===== src/rtl/count_display_scan_if.sv =====
// count_display_scan_if: counter-sample input and 2-digit seven-segment display bundle.
interface count_display_scan_if;
  logic [3:0] count;
  logic       count_valid;
  logic [6:0] seg;
  logic [1:0] an;
  logic       dp;
  modport master (output count, count_valid, input seg, an, dp);
  modport slave  (input count, count_valid, output seg, an, dp);
endinterface


===== src/rtl/count_display_scan.sv =====
// count_display_scan: captures a 4-bit count, splits it into BCD and scans two seven-segment digits with blanking gaps.
// Define COUNT_DISP_LZ_BLANK_EN to blank a leading-zero tens digit.
module count_display_scan #(
  parameter int REFRESH_DIV    = 50000,
  parameter int BLANK_CYC      = 16,
  parameter bit SEG_ACTIVE_LOW = 1
) (
  input logic clk,
  input logic rst,
  count_display_scan_if.slave bus
);
  localparam int TW = $clog2(REFRESH_DIV > BLANK_CYC ? REFRESH_DIV : BLANK_CYC);
  typedef enum logic [1:0] {GAP1, ONES, GAP0, TENS} state_t;
  state_t state, state_n;
  logic [TW-1:0] timer, timer_n, dur;
  logic done, tens_on;
  logic [3:0] cap_val, ones_r;
  logic tens_r, wrap, wrap_r;
  logic [6:0] seg_r, seg_n;
  logic [1:0] an_r, an_n;
  logic dp_r, dp_n;
  function automatic logic [6:0] enc(input logic [3:0] d);
    case (d)
      4'd0: enc = 7'h3F;
      4'd1: enc = 7'h06;
      4'd2: enc = 7'h5B;
      4'd3: enc = 7'h4F;
      4'd4: enc = 7'h66;
      4'd5: enc = 7'h6D;
      4'd6: enc = 7'h7D;
      4'd7: enc = 7'h07;
      4'd8: enc = 7'h7F;
      4'd9: enc = 7'h6F;
      default: enc = 7'h00;
    endcase
  endfunction
  // wrap_r trails the wrap flag so dp stays aligned with the BCD digits it annotates
  always_ff @(posedge clk or posedge rst) begin
    if (rst) begin
      cap_val <= '0;
      wrap    <= 1'b0;
      tens_r  <= 1'b0;
      ones_r  <= '0;
      wrap_r  <= 1'b0;
    end else begin
      if (bus.count_valid) begin
        cap_val <= bus.count;
        wrap    <= bus.count < cap_val;
      end
      tens_r <= cap_val >= 4'd10;
      ones_r <= cap_val >= 4'd10 ? cap_val - 4'd10 : cap_val;
      wrap_r <= wrap;
    end
  end
  always_ff @(posedge clk or posedge rst) begin
    if (rst) begin
      state <= GAP1;
      timer <= '0;
    end else begin
      state <= state_n;
      timer <= timer_n;
    end
  end
  always_comb begin
    dur     = (state == ONES || state == TENS) ? TW'(REFRESH_DIV - 1) : TW'(BLANK_CYC - 1);
    done    = timer == dur;
    timer_n = done ? '0 : timer + 1'b1;
    state_n = !done ? state : state == GAP1 ? ONES : state == ONES ? GAP0 : state == GAP0 ? TENS : GAP1;
`ifdef COUNT_DISP_LZ_BLANK_EN
    tens_on = tens_r;
`else
    tens_on = 1'b1;
`endif
    an_n  = state_n == ONES ? 2'b01 : (state_n == TENS && tens_on) ? 2'b10 : 2'b00;
    seg_n = an_n[0] ? enc(ones_r) : an_n[1] ? enc({3'b000, tens_r}) : 7'h00;
    dp_n  = an_n[0] && wrap_r;
  end
  // outputs only change on slot-entry edges, so the lit digit is frozen for the whole slot
  always_ff @(posedge clk or posedge rst) begin
    if (rst) begin
      seg_r <= {7{SEG_ACTIVE_LOW}};
      an_r  <= {2{SEG_ACTIVE_LOW}};
      dp_r  <= SEG_ACTIVE_LOW;
    end else if (done) begin
      seg_r <= seg_n ^ {7{SEG_ACTIVE_LOW}};
      an_r  <= an_n ^ {2{SEG_ACTIVE_LOW}};
      dp_r  <= dp_n ^ SEG_ACTIVE_LOW;
    end
  end
  assign bus.seg = seg_r;
  assign bus.an  = an_r;
  assign bus.dp  = dp_r;
endmodule


===== src/flat_wrapper.sv =====
// flat-port wrapper written by rule: the top's interface ports become plain ports
module count_display_scan_flat 
#(
  parameter int REFRESH_DIV    = 50000,
  parameter int BLANK_CYC      = 16,
  parameter bit SEG_ACTIVE_LOW = 1
)
  (clk, rst, bus_count, bus_count_valid, bus_seg, bus_an, bus_dp);
  count_display_scan_if bus_i ();
  input logic clk;
  input logic rst;
  input wire logic [$bits(bus_i.count)-1:0] bus_count;
  input wire logic [$bits(bus_i.count_valid)-1:0] bus_count_valid;
  output wire logic [$bits(bus_i.seg)-1:0] bus_seg;
  output wire logic [$bits(bus_i.an)-1:0] bus_an;
  output wire logic [$bits(bus_i.dp)-1:0] bus_dp;
  assign bus_i.count = bus_count;
  assign bus_i.count_valid = bus_count_valid;
  assign bus_seg = bus_i.seg;
  assign bus_an = bus_i.an;
  assign bus_dp = bus_i.dp;
  count_display_scan #(.REFRESH_DIV(REFRESH_DIV), .BLANK_CYC(BLANK_CYC), .SEG_ACTIVE_LOW(SEG_ACTIVE_LOW)) u_core (.clk(clk), .rst(rst), .bus(bus_i));
endmodule

===== config.mk =====
export PLATFORM = sky130hd
export DESIGN_NAME = count_display_scan_flat
export DESIGN_NICKNAME = d
export VERILOG_FILES = /design/src/rtl/count_display_scan_if.sv /design/src/rtl/count_display_scan.sv /design/src/flat_wrapper.sv
export SDC_FILE = /design/constraint.sdc
export NUM_CORES = 1
export LEC_CHECK = 0
export ABC_AREA = 1
export CAP_MARGIN = 10
export CORE_UTILIZATION = 45
export CTS_CLUSTER_SIZE = 30
export DETAILED_ROUTE_END_ITERATION = 16
export PLACE_DENSITY_LB_ADDON = 0.08
export SYNTH_ARGS = -nofsm -noshare
export SYNTH_HDL_FRONTEND = slang
export SYNTH_SLANG_ARGS = --single-unit
export TNS_END_PERCENT = 10

===== constraint.sdc =====
create_clock -name clk -period 1.9 [get_ports clk]
set_clock_uncertainty 0.2 [all_clocks]
set_input_delay 0.38 -clock clk [delete_from_list [all_inputs] [get_ports clk]]
set_output_delay 0.38 -clock clk [all_outputs]
set_load 0.02 [all_outputs]

# Yosys cells after proc, flatten, opt, wreduce, memory -nomap -nowiden
# Memory sizes are Yosys's and may differ from the RTL's.
# Index checks and enable logic that the tools add are counted.
[classes]
n_eq_ne = 6
n_div = 0
addsub = 2
mul = 0
muxes = 12
bitwise_logic = 4
shifts = 0
order_cmp = 2
reduce_logical = 3
[op_table]
columns = ["op", "n"]
rows = [
  ["2-to-1 mux 16 bit", 2],
  ["adder 16 x 1 -> 16 bit, second input constant", 1],
  ["equality test 16 bit", 1],
  ["2-to-1 mux 7 bit", 2],
  ["case mux 7 bit (2 select lines)", 1],
  ["2-to-1 mux 2 bit", 6],
  ["NOT 7 bit", 1],
  ["equality test 2 bit, second input constant", 3],
  ["equality test 2 x 1 -> 1 bit, second input constant", 2],
  ["greater-or-equal comparator 4 bit, second input constant", 1],
  ["< comparator 4 bit", 1],
  ["2-to-1 mux 4 bit", 1],
  ["subtractor 4 bit, second input constant", 1],
  ["logical NOT 2 bit", 1],
  ["NOT 1 bit", 2],
  ["NOT 2 bit", 1],
  ["logical AND 1 bit", 1],
  ["logical OR 1 bit", 1],
]
[totals]
regBits = 39
mem_bits_ro = 112
elab_cells = 40
inputBits = 7
ramBits = 0
latchBits = 0
mem_count = 1
[memory_table]
columns = ["name", "words", "word_bits", "read_ports", "rd_ports_with_merged_regs", "wr", "line_no", "text"]
rows = [
  ["(no name shown)", 16, 7, 1, 0, 0, "count_display_scan.sv:23", "case (d)"],
]

# Logic depth before layout (Yosys ltp)
# Gate-level depths: netlist (run 1).
[depth]
depth_word = 11
depth_mapped = 11
ltp_nobuf = 11

# Least setup slack after synthesis (run 1)
# OpenSTA, ideal clock, no wires.
[synth_path]
path_type = "reg2reg"
start = "register u_core.timer[0]"
end = "register u_core.timer[12]"
setup_slack_ns = 0.230
t_required_ns = 1.580
synth_period_minus_slack_ns = 1.670
arrival_time_ns = 1.350
path_stages_with_launch = 11
path_cell_list = "dfrtp_1 ha_1 nand2_1 nor2_2 nand3_1 inv_2 nand3_1 nor2_1 a31oi_1 o21ai_0 inv_1"
[synth_via]
elab_chain_len = 2
elab_cells_between_ends = 3
classes_between = "1 x add/sub; 1 x eq/ne; 1 x mux"
[synth_rtl]
columns = ["element", "line_no", "text"]
rows = [
  ["start: declaration", "count_display_scan.sv:15", "logic [TW-1:0] timer, timer_n, dur;"],
  ["start signal: assignment", "count_display_scan.sv:61", "timer <= timer_n;"],
  ["adder 16 x 1 -> 16 bit / equality test 16 bit (equally long branches)", "count_display_scan.sv:67, count_display_scan.sv:66", ""],
  ["2-to-1 mux 16 bit *", "count_display_scan.sv:67", "timer_n = done ? '0 : timer + 1'b1;"],
  ["named net u_core.timer_n[12]", "count_display_scan.sv:15", ""],
]
# Mark *: on every way through the listed nets, which the timed path passes. The rest lies on a longest branch.
# A chain may end at the register's enable or synchronous reset.

# Worst setup path in the final report (run 1)
[layout_path]
start = "register u_core.timer[0]"
end = "register u_core.seg_r[0] (netlist: u_core.bus.seg[0])"
[layout_via]
elab_chain_len = 8
elab_cells_between_ends = 9
classes_between = "3 x eq/ne; 5 x mux; 1 x bitwise"
[layout_rtl]
columns = ["element", "line_no", "text"]
rows = [
  ["equality test 16 bit *", "count_display_scan.sv:66", "done = timer == dur;"],
  ["2-to-1 mux 2 bit", "count_display_scan.sv:68", "state_n = !done ? state : state == GAP1 ? ONES : state == ONES ? GAP0 : state == GAP0 ? TENS : GAP1;"],
  ["equality test 2 bit", "count_display_scan.sv:74", "an_n = state_n == ONES ? 2'b01 : (state_n == TENS && tens_on) ? 2'b10 : 2'b00;"],
  ["2-to-1 mux 2 bit (2 in a row)", "count_display_scan.sv:74", ""],
  ["2-to-1 mux 7 bit (2 in a row)", "count_display_scan.sv:75", "seg_n = an_n[0] ? enc(ones_r) : an_n[1] ? enc({3'b000, tens_r}) : 7'h00;"],
  ["NOT 7 bit (no line)", "--", ""],
  ["end signal: assignment", "count_display_scan.sv:81", "seg_r <= {7{SEG_ACTIVE_LOW}};"],
  ["end signal: assignment", "count_display_scan.sv:85", "seg_r <= seg_n ^ {7{SEG_ACTIVE_LOW}};"],
  ["end: declaration", "count_display_scan.sv:19", "logic [6:0] seg_r, seg_n;"],
]
# Mark *: on every way between the ends. The rest lies on a longest branch, timed or not.

==> results.sh, run 1 <==
export IMPL_place_hpwl_um=2880
export IMPL_grt_pass1_vias=1480
export IMPL_drv_slew=0
export IMPL_crit_arrival_ns=1.88
export IMPL_holdWs_ns=0.186
export IMPL_die_area_um2=4960
export IMPL_worst_pin_slew_ns=0.316
export IMPL_coreArea_um2=4410
export IMPL_slew_headroom=0.787
export IMPL_yosysWarningCount=0
export IMPL_preCtsSetupSlack_ns=-0.0273
export IMPL_synthCells=240
export IMPL_finalSetupViolations=0
export IMPL_fp_dieH_um=70.4
export IMPL_min_period_ns=1.84
export IMPL_hold_viol=0
export IMPL_cts_sinks=39
export IMPL_outcome="complete, no violations"
export IMPL_grt_max_degree=40
export IMPL_dr_pass1_iters=4
export IMPL_rows=24
export IMPL_insertion_delay_ns=0.29
export IMPL_ys_seq_elements=39
export IMPL_chipWidth_um=70.4
export IMPL_syn_area_um2=2110
export IMPL_totalNegativeSetupSlack_ns=0
export IMPL_track_usage=0.174
export IMPL_first_iter_violations=70
export IMPL_start_util=0.477
export IMPL_cts_tree="yes"
export IMPL_rsz0062_at_grt="yes"
export IMPL_n_fill_cell=404
export IMPL_ir_worst_vdd_mv=0.439
export IMPL_crit_path_max_fanout=4
export IMPL_grt_overflow_total=0
export IMPL_nNetsFinal=296
export IMPL_cts_root_buf="clkbuf_8"
export IMPL_crit_type="register to register"
export IMPL_critPathLaunchType="register"
export IMPL_ant_nets=0
export IMPL_grt_pass1_wl_um=6760
export IMPL_max_freq_ghz=0.542
export IMPL_syn_nets=262
export IMPL_io_buffer_count=16
export IMPL_antenna_found_initial=0
export IMPL_cts_made_buffers=5
export IMPL_detail_route_wl_per_cell_um=11.8
export IMPL_antenna_cells=0
export IMPL_finalWeightedCongestion=0.898
export IMPL_area_growth_pct=23.3
export IMPL_crit_required_ns=1.93
export IMPL_avgSynthCellArea_um2=8.78
export IMPL_vias_per_cell=4.95
export IMPL_period_share=0.971
export IMPL_route_final_wire_length_um=3870
export IMPL_drc=0
export IMPL_pin_count=17
export IMPL_path_clk_slew_ns=0.07
export IMPL_htreeDepth=2
export IMPL_cts_buffer_depth=2
export IMPL_hold_class="register to register"
export IMPL_leakage_uw=0.00127
export IMPL_finalPower_uw=1990
export IMPL_endpoint_kind="register"
export IMPL_p_per_area_nw_per_um2=765
export IMPL_yosysSeqAreaShare=0.469
export IMPL_fin_ws_ns=0.0555
export IMPL_drv_cap=0
export IMPL_ys_types=34
export IMPL_num_vias=1618
export IMPL_drive_gt1_frac=0.229
repair_timing:
action,4_1_cts,5_1_grt
pin swaps,0,9
resized for setup,11,20
hold buffers,0,0
buffers inserted,0,1
endpoints found under the setup margin,17,18
per-stage QoR:
| stage | cells | instance area (um2) | util |
|---|---|---|---|
| floorplan | 240 | 2110 | - |
| global placement | 318 | 2420 | 0.548 |
| detailed placement | 318 | 2420 | 0.548 |
| CTS | 326 | 2530 | 0.573 |
| global route | 327 | 2600 | 0.589 |
| finish | 327 | 2600 | 0.589 |
worst max-delay path, cell delays in order, from the launching register on:
cell,delay [ns]
dfrtp_1,0.40
ha_4,0.17
nand2_4,0.05
nor2_4,0.11
nand3_2,0.10
nor2_4,0.17
nand3_4,0.14
nand2_4,0.12
nand3_2,0.05
nand2_1,0.08
inv_2,0.07
a21oi_2,0.13
worst paths after layout:
| kind | from | slack (ns) | end | depth (start not counted) |
|---|---|---|---|---|
| setup / recovery | u_core.timer[0] | 0.06 | u_core.bus.seg[0] | 11 |
| hold / removal | u_core.wrap | 0.19 | u_core.wrap_r | 0 |
| setup reg to reg | u_core.timer[0] | 0.06 | u_core.bus.seg[0] | 11 |
| hold reg to reg | u_core.wrap | 0.19 | u_core.wrap_r | 0 |
| max in group asynchronous | rst | 1.01 | u_core.bus.an[0] | 3 |
| min in group asynchronous | rst | 0.23 | u_core.wrap_r | 3 |
Yosys cell counts:
| cell | number | area, um2 |
|---|---|---|
| a21oi_1 | 11 | 55.1 |
| a21oi_2 | 4 | 35.0 |
| a31oi_1 | 3 | 18.8 |
| buf_6 | 1 | 11.3 |
| clkbuf_1 | 1 | 3.75 |
| clkinv_1 | 1 | 3.75 |
| clkinv_2 | 1 | 5.00 |
| dfrtp_1 | 29 | 726 |
| dfstp_2 | 10 | 263 |
| ha_1 | 15 | 188 |
| inv_1 | 34 | 128 |
| inv_2 | 3 | 11.3 |
| mux2i_1 | 1 | 10.0 |
| nand2_1 | 32 | 120 |
| nand2_2 | 3 | 18.8 |
| nand3_1 | 13 | 65.1 |
| nand3_2 | 2 | 20.0 |
| nand3_4 | 1 | 17.5 |
| nand3b_1 | 1 | 7.51 |
| nand4_1 | 4 | 25.0 |
| nand4_2 | 1 | 12.5 |
| nor2_1 | 28 | 105 |
| nor2_2 | 2 | 12.5 |
| nor2_4 | 1 | 11.3 |
| nor3_1 | 4 | 20.0 |
| nor3b_2 | 1 | 12.5 |
| nor4_1 | 1 | 6.26 |
| o211ai_1 | 1 | 7.51 |
| o21a_1 | 2 | 15.0 |
| o21ai_0 | 21 | 105 |
| o21ai_1 | 2 | 10.0 |
| o21bai_4 | 1 | 18.8 |
| o22ai_1 | 2 | 12.5 |
| xor2_1 | 3 | 26.3 |
logic make-up after synthesis:
kind of cell / count (synthesis) / share of synthesized area
fa+ha+maj: 15 / 0.0891
mux: 1 / 0.00475
xor+xnor: 3 / 0.0125
simple gates: 94 / 0.216
flops: 39 / 0.469
compound gates: 47 / 0.132
buf+inv: 41 / 0.0772
cells in the final DEF (no fill, tap or decap), types with 6 or more instances in the layout:
cell type / netlist / final
clkbuf_8: 0 / 6
nor2_1: 28 / 26
nand2_1: 32 / 29
o21ai_0: 21 / 20
dfstp_2: 10 / 10
buf_4: 0 / 11
nand3_1: 13 / 12
a21oi_1: 11 / 10
ha_1: 15 / 14
dlygate4sd2_1: 0 / 10
inv_1: 34 / 32
dfrtp_1: 29 / 27
clkdlybuf4s50_1: 0 / 6
cell type report:
cell class	instances	area, um2	area share
Clock buffer	6	82.6	0.0318
Clock inverter	2	35.0	0.0135
Inverter	39	154	0.0592
Multi-Input combinational cell	160	1010	0.389
Sequential cell	39	991	0.381
Tap cell	52	65.1	0.0250
Timing Repair Buffer	29	262	0.101
sequential cells by signal, summed over array words and instances, names as in the netlist:
name and flops:
u_core.tens_r 1, u_core.wrap_r 1, u_core.timer 16, u_core.wrap 1, u_core.bus.an 2, u_core.cap_val 4
u_core.bus.seg 7, u_core.state 2, u_core.bus.dp 1, u_core.ones_r 4
where the power goes:
part / internal, uW / switching (uW)
sequential: 925 / 35.8
clock: 425 / 287
combinational: 132 / 186
total: 1480 / 508
routing by layer:
layer	wire length [um]	track usage	vias to the layer above
li1	-	-	851
met1	2090	0.257	730
met2	1570	0.242	31
met3	149	0.0447	6
met4	63	0.0667	0
met5	0	0	-
No activity file was read; power rests on OpenSTA's default activity.
==> inputs of run 2 (changes only) <==
--- a/config.mk
+++ b/config.mk
@@ -7,7 +7,7 @@
 export LEC_CHECK = 0
 export ABC_AREA = 1
 export CAP_MARGIN = 10
-export CORE_UTILIZATION = 45
+export CORE_UTILIZATION = 50
 export CTS_CLUSTER_SIZE = 30
 export DETAILED_ROUTE_END_ITERATION = 16
 export PLACE_DENSITY_LB_ADDON = 0.08
==> results.sh, run 2 (synthesized netlist as in run 1, its figures left out) <==
export IMPL_grt_max_degree=40
export IMPL_fin_ws_ns=0.0399
export IMPL_finalWeightedCongestion=0.862
export IMPL_num_vias=1635
export IMPL_drv_slew=0
export IMPL_first_iter_violations=113
export IMPL_antenna_cells=0
export IMPL_grt_pass1_vias=1432
export IMPL_outcome="complete, no violations"
export IMPL_ant_nets=0
export IMPL_worst_pin_slew_ns=0.292
export IMPL_chipWidth_um=66.9
export IMPL_finalPower_uw=2000
export IMPL_cts_made_buffers=5
export IMPL_die_area_um2=4480
export IMPL_drc=0
export IMPL_endpoint_kind="register"
export IMPL_leakage_uw=0.00127
export IMPL_place_hpwl_um=3020
export IMPL_cts_tree="yes"
export IMPL_crit_type="register to register"
export IMPL_critPathLaunchType="register"
export IMPL_start_util=0.523
export IMPL_antenna_found_initial=0
export IMPL_pin_count=17
export IMPL_drive_gt1_frac=0.235
export IMPL_vias_per_cell=5.00
export IMPL_dr_pass1_iters=4
export IMPL_cts_root_buf="clkbuf_8"
export IMPL_final_common_cell="inv_1"
export IMPL_route_final_wire_length_um=4180
export IMPL_hold_class="register to register"
export IMPL_hold_viol=0
export IMPL_final_cell_mix="inv_1 (32), nand2_1 (28), dfrtp_1 (28), nor2_1 (26), o21ai_0 (19)"
export IMPL_fp_dieH_um=66.9
export IMPL_area_growth_pct=24.1
export IMPL_min_period_ns=1.86
export IMPL_grt_overflow_total=0
export IMPL_crit_path_max_fanout=5
export IMPL_nNetsFinal=298
export IMPL_largest_reg_flops=16
export IMPL_insertion_delay_ns=0.30
export IMPL_period_share=0.979
export IMPL_coreArea_um2=4030
export IMPL_drv_cap=0
export IMPL_p_per_area_nw_per_um2=766
export IMPL_rows=23
export IMPL_grt_pass1_wl_um=6820
export IMPL_io_buffer_count=16
export IMPL_top_register="u_core.timer"
export IMPL_preCtsSetupSlack_ns=0.0324
export IMPL_finalSetupViolations=0
export IMPL_crit_required_ns=1.93
export IMPL_totalNegativeSetupSlack_ns=0
export IMPL_track_usage=0.209
export IMPL_max_freq_ghz=0.538
export IMPL_rsz0062_at_grt="yes"
export IMPL_slew_headroom=0.804
export IMPL_detail_route_wl_per_cell_um=12.8
export IMPL_ir_worst_vdd_mv=0.386
export IMPL_htreeDepth=2
export IMPL_crit_arrival_ns=1.89
export IMPL_path_clk_slew_ns=0.08
export IMPL_cts_buffer_depth=2
export IMPL_cts_sinks=39
run 2: per-layer routing:
metal | GRT usage | up-vias | routed length (um)
met2 | 0.298 | 41 | 1870
met1 | 0.302 | 730 | 2090
met5 | 0 | - | 0
li1 | - | 856 | -
met3 | 0.0514 | 8 | 161
met4 | 0.0745 | 0 | 63
run 2: power breakdown:
part / internal, uW / switching, uW
clock network: 425 / 299
logic: 131 / 187
registers: 925 / 35.7
total: 1480 / 522
run 2: timing repair:
action | in CTS | in global routing
gates cloned | 0 | 0
pin swaps | 0 | 8
endpoints found under the setup margin | 10 | 16
gates resized for setup | 10 | 20
buffers inserted | 0 | 2
hold buffers | 0 | 0
run 2: per-stage QoR:
| step | cells | area (um2) | util | hold WS [ns] |
|---|---|---|---|---|
| after global routing | 327 | 2620 | 0.649 | 0.200 |
| after global placement | 317 | 2440 | 0.605 | 0.161 |
| final | 327 | 2620 | 0.649 | 0.185 |
| after CTS | 325 | 2540 | 0.631 | 0.186 |
| after floorplan | 240 | 2110 | - | 0.154 |
| after detailed placement | 317 | 2440 | 0.605 | 0.168 |
run 2: final cells by class:
cell class	instances	area, um2
clock inverter	2	35.0
inverter	39	151
multi-input combinational	160	1010
clock buffer	6	82.6
fill	361	1410
timing repair buffer	31	285
sequential	39	990
tap	50	62.6
run 2: worst paths after layout:
| path | slack (ns) | cells past startpoint | startpoint | to |
|---|---|---|---|---|
| worst max-delay path | 0.04 | 11 | u_core.timer[1] | u_core.bus.seg[5] |
| worst min-delay path | 0.19 | 0 | u_core.cap_val[0] | u_core.ones_r[0] |
| worst max register to register | 0.04 | 11 | u_core.timer[1] | u_core.bus.seg[5] |
| worst min register to register | 0.19 | 0 | u_core.cap_val[0] | u_core.ones_r[0] |
| max in group asynchronous | 1.00 | 3 | rst | u_core.bus.seg[2] |
| min in group asynchronous | 0.23 | 3 | rst | u_core.cap_val[2] |
run 2: critical path, stage by stage, from the launching register on:
cell,delay (ns)
dfrtp_1,0.40
ha_4,0.17
nand2_2,0.07
nor2_4,0.12
nand3_2,0.08
nor2_4,0.18
nand3_4,0.14
nand2_4,0.12
nand3_2,0.06
nand2_2,0.09
inv_4,0.05
a21oi_2,0.12
